===== src/rtl/uart_rx_byte.sv =====
// 8N1 UART receiver with a 2-FF input synchroniser, false-start rejection and framing-error detection.
// Each bit is sampled at its nominal midpoint; the frame ends at the stop-bit midpoint so back-to-back frames are caught.
module uart_rx_byte #(
    parameter int CLK_FREQ = 50_000_000,
    parameter int BAUD     = 115200
) (
    input  logic       clk,
    input  logic       rst,
    input  logic       rx,
    output logic [7:0] rx_msg,
    output logic       rx_complete,
    output logic       frame_err,
    output logic       busy
);

    localparam int CPB  = CLK_FREQ / BAUD;
    localparam int HALF = CPB / 2;
    localparam int CW   = (CPB > 1) ? $clog2(CPB) : 1;

    localparam logic [CW-1:0] CNT_LAST = CW'(CPB - 1);
    localparam logic [CW-1:0] CNT_MID  = CW'(HALF - 1);

    typedef enum logic [2:0] {
        IDLE,
        START,
        DATA,
        STOP,
        BREAK
    } state_t;

    state_t        state;
    logic          rx_meta;
    logic          rx_s;
    logic [CW-1:0] cnt;
    logic [2:0]    bitn;
    logic [7:0]    shift;

    // Both stages reset high so a reset never looks like a start edge.
    always_ff @(posedge clk or negedge rst) begin
        if (!rst) begin
            rx_meta <= 1'b1;
            rx_s    <= 1'b1;
        end else begin
            rx_meta <= rx;
            rx_s    <= rx_meta;
        end
    end

    always_ff @(posedge clk or negedge rst) begin
        if (!rst) begin
            state       <= IDLE;
            cnt         <= '0;
            bitn        <= '0;
            shift       <= '0;
            rx_msg      <= 8'h00;
            rx_complete <= 1'b0;
            frame_err   <= 1'b0;
        end else begin
            rx_complete <= 1'b0;
            frame_err   <= 1'b0;
            case (state)
                IDLE: begin
                    if (!rx_s) begin
                        state <= START;
                        cnt   <= '0;
                    end
                end

                START: begin
                    if (cnt == CNT_MID) begin
                        if (!rx_s) begin
                            state <= DATA;
                            cnt   <= '0;
                            bitn  <= '0;
                        end else begin
                            state <= IDLE;
                            cnt   <= '0;
                        end
                    end else begin
                        cnt <= cnt + CW'(1);
                    end
                end

                DATA: begin
                    if (cnt == CNT_LAST) begin
                        shift <= {rx_s, shift[7:1]};
                        cnt   <= '0;
                        if (bitn == 3'd7) begin
                            state <= STOP;
                        end else begin
                            bitn <= bitn + 3'd1;
                        end
                    end else begin
                        cnt <= cnt + CW'(1);
                    end
                end

                STOP: begin
                    if (cnt == CNT_LAST) begin
                        cnt <= '0;
                        if (rx_s) begin
                            rx_msg      <= shift;
                            rx_complete <= 1'b1;
                            state       <= IDLE;
                        end else begin
                            frame_err <= 1'b1;
                            state     <= BREAK;
                        end
                    end else begin
                        cnt <= cnt + CW'(1);
                    end
                end

                // A line held low reports one error only; wait for it to return high.
                BREAK: begin
                    if (rx_s) begin
                        state <= IDLE;
                    end
                end

                default: begin
                    state <= IDLE;
                    cnt   <= '0;
                end
            endcase
        end
    end

    assign busy = (state != IDLE);

endmodule


===== config.mk =====
export PLATFORM = sky130hd
export DESIGN_NAME = uart_rx_byte
export DESIGN_NICKNAME = d
export VERILOG_FILES = /design/src/rtl/uart_rx_byte.sv
export SDC_FILE = /design/constraint.sdc
export NUM_CORES = 1
export LEC_CHECK = 0
export CORE_ASPECT_RATIO = 2
export CORE_UTILIZATION = 45
export DETAILED_ROUTE_END_ITERATION = 12
export DONT_BUFFER_PORTS = 1
export GPL_ROUTABILITY_DRIVEN = 0
export HOLD_SLACK_MARGIN = 0.12
export SYNTH_ARGS = -nofsm -noshare
export SYNTH_HDL_FRONTEND = slang
export SYNTH_SLANG_ARGS = --single-unit
export TNS_END_PERCENT = 100

===== constraint.sdc =====
create_clock -name clk -period 3 [get_ports clk]
set_input_delay 0.15 -clock clk [delete_from_list [all_inputs] [get_ports clk]]
set_output_delay 0.15 -clock clk [all_outputs]
set_load 0.005 [all_outputs]

==> results by group <==
Min path
  • Hold Path Class: input pin to asynchronous set/reset pin

Worst setup path
  • Type of the worst setup path: flip-flop to flip-flop
  • Crit path cell chain: inv_1 > ha_1 > nand4b_1 > o21ai_2 > nand2_2 > a311o_1
  • Setup crit end kind: flip-flop
  • Startpoint Class: flip-flop
  • Crit path required time: 3.17 ns
  • Max stage delay on crit path: 0.43 ns
  • CP max FO: 8
  • FF-to-FF Start: cnt[0]$_DFFE_PN0P_
  • CP arrival: 2.02 ns
  • Crit-path slowest cell: dfrtp_1
  • Reg2Reg Setup Slack: roughly 1.2 ns
  • Critical path startpoint: cnt[0]$_DFFE_PN0P_
  • FF-to-FF End: cnt[2]$_DFFE_PN0P_
  • R2R depth: 6

Floorplanning
  • I/O pins: 14
  • Chip width: 46.4 µm
  • CORE AREA: around 0.0038 mm²
  • Row Count: 32
  • Initial Utilization: 46.6%
  • DIE AREA: roughly 0.0042 mm²
  • Die Height: a little over 90 µm

Synthesis
  • Post-synthesis cell count: roughly 140
  • Post-synth top area share: 46.6%
  • #FFs+latches synth: 35
  • Synthesized area: 0.00177 mm²
  • Top cells by area, synth: dfrtp_1 47%, mux2_4 6.8%, mux2_2 5.1%, ha_1 3.5%, dfstp_2 3.0%
  • Commonest register cell after synthesis: dfrtp_1
  • Unique cell type count in the Yosys netlist: 47
  • Syn_nets: 147
  • Most frequent cell after synthesis: dfrtp_1
  • Post-synth top cells: 33 x dfrtp_1, 8 x mux2_2, 8 x mux2_4, 8 x nor2_1
  • Share of flip-flops with an asynchronous set or reset: 100%
  • Area leader, netlist: dfrtp_1
  • Avg Cell Area, Syn: approximately 13 µm²
  • Yosys warning count: 0
  • Post-synth EDFFs: 0
  • Seq/Total Area, Yosys: 49.5%

STA
  • Final Hold Fails: 0
  • Worst slew margin relative to its limit: between 60 and 70%
  • Clock skew: between 0.004 and 0.005 ns
  • Fmax achieved: 542 MHz
  • Final slew viol count: 0
  • Worst hold slack: 0.333 ns
  • Crit share post-route: 61.5%
  • Fin crit period: 1.85 ns
  • Setup TNS Final: 0 ns
  • Worst slew pin tran: between 0.5 and 0.6 ns
  • RSZ-0062 raised after global routing: no
  • Final Setup Violations: 0

Detailed routing
  • DR WL met3: 96 µm
  • Initial drt markers: 29
  • Via Count: 1,125
  • 1st-pass router iterations: 6
  • Routed length on met2: 1970 µm
  • Remaining DRCs: 0
  • Top Layer Used: met4
  • Post-DRT Antenna Nets: 0
  • Wl on met1: 1130 µm
  • DR WL/cell: 16.8 µm
  • Routed wire length: 3320 µm
  • Vias per cell: between 5 and 6

Placed design
  • # port buffers: 0
  • Dpl cell area: 0.00180 mm²
  • Hpwl dp: ~2600 µm

Power and ir drop
  • Logic pwr share: 2.1%
  • Power share of the clock group: 39.2%
  • NetSw: 169 µW
  • Pwr dens: 422 mW/mm²
  • Peak VDD IR: about 310 µV
  • P_int: 643 µW
  • Static Leak: between 0.0008 and 0.0009 µW
  • Sw Ratio: between 20% and 30%
  • Sequential share of power: 58.7%

Clock network
  • Reg clk slew, reported paths: 0.07 ns
  • TritonCTS clock tree: done
  • Max clock buf depth: 2
  • TritonCTS buffer count: 5
  • Clk_lat worst skew: 0.28 ns
  • H-Tree Depth: 2
  • Clock root buffer: clkbuf_8
  • PostCTS Resize Cnt: 0
  • CTS sink cnt: 35

Final layout
  • Fin nets: around 150
  • Fillers: 338
  • Area of the multi-input gates: between 800 and 900 µm²
  • Register area: 878 µm²
  • # diodes: 0
  • Post-layout util: 50.6%
  • Area Growth Syn to Fin: 8.47%
  • Layout cells sized above 1: 25.9%
  • Post-route cell area: between 0.0015 and 0.002 mm²

GRT
  • Vias in the first global route: approximately 1,300
  • First-pass GRT wire length: 5960 µm
  • Largest net degree at the start of global routing: 36
  • Grt total ovfl: 0
  • Initial antenna violation count: 0
  • GR Util All Layers: 19.6%

Job
  • MaxCap Viol Count: 0

Status
  • Status: finished, final reports clean
-- placed cells by master (no fill, tap or decap), types with 3 or more instances in the layout --
cell	synthesis	layout
a21oi_1	7	7
nand2_1	6	6
mux2_2	8	8
clkbuf_8	0	5
mux2_4	8	8
and2_1	3	3
nand3_1	4	4
inv_1	7	7
ha_1	5	5
nor2_1	8	8
a211oi_1	3	3
dfrtp_1	33	33
xnor2_1	4	4
-- critical path, delay by kind of cell, from the launching register on --
kind / cells / cell delay [ns]
AOI/OAI and AO/OA: 2 / 0.74
DFF: 1 / 0.43
and+or+nand+nor: 2 / 0.27
adders and majority gates: 1 / 0.17
buffers and inverters: 1 / 0.13
-- layout make-up --
type	count	area share [%]
Sequential cell	35	45.7
Multi-Input combinational cell	94	43.3
Clock buffer	7	3.97
Tap cell	51	3.32
Timing Repair Buffer	3	2.08
Inverter	7	1.37
Clock inverter	1	0.260
-- per-stage QoR --
step	power, µW	setup WS, ns	cells
after floorplan	487	1.28	139
after global placement	488	1.20	187
after detailed placement	489	1.16	187
after CTS	824	1.15	198
after global routing	857	1.01	198
final	812	1.15	198
-- power groups by stage --
stage                     sequential [µW]  combinational, µW  clock (µW)
after floorplan                       484               2.72           0
after global routing                  476               20.1         361
after detailed placement              485               3.43           0
after CTS                             476               18.1         329
final                                 476               17.1         318
after global placement                485               3.17           0
-- sequential cells by signal, indices dropped and copies added (netlist names) --
name / count
rx_s: 1
state: 3
rx_meta: 1
frame_err: 1
rx_msg: 8
shift: 8
rx_complete: 1
cnt: 9
bitn: 3
-- metal layers --
layer	vias to the layer above	global-route usage [%]
met5	-	0
met4	0	10.8
met3	9	5.00
met2	18	33.2
met1	577	20.2
li1	521	-
-- what timing repair did --
| action | in CTS | in global routing |
|---|---|---|
| endpoints found under the hold margin | 36 | 0 |
| buffers inserted | 0 | 0 |
| hold buffers | 3 | 0 |
-- worst max path at each step --
stage                                  to  slack (ns)  cells past startpoint
floorplan           rx_msg[0]$_DFFE_PN0P_        1.28                      7
global placement       cnt[2]$_DFFE_PN0P_        1.20                      6
detailed placement     cnt[2]$_DFFE_PN0P_        1.16                      6
CTS                    cnt[2]$_DFFE_PN0P_        1.15                      6
global route           cnt[2]$_DFFE_PN0P_        1.01                      6
finish                 cnt[2]$_DFFE_PN0P_        1.15                      6
-- logic make-up after synthesis --
family,after synthesis,synth area share [%]
and+or+nand+nor,40,15.3
adders and majority gates,5,3.53
xor gates and xnor gates,4,1.98
DFF,35,49.5
AOI/OAI and AO/OA,26,12.6
muxes,19,13.6
buffers and inverters,10,3.46
No activity file was read; power rests on OpenSTA's default activity.
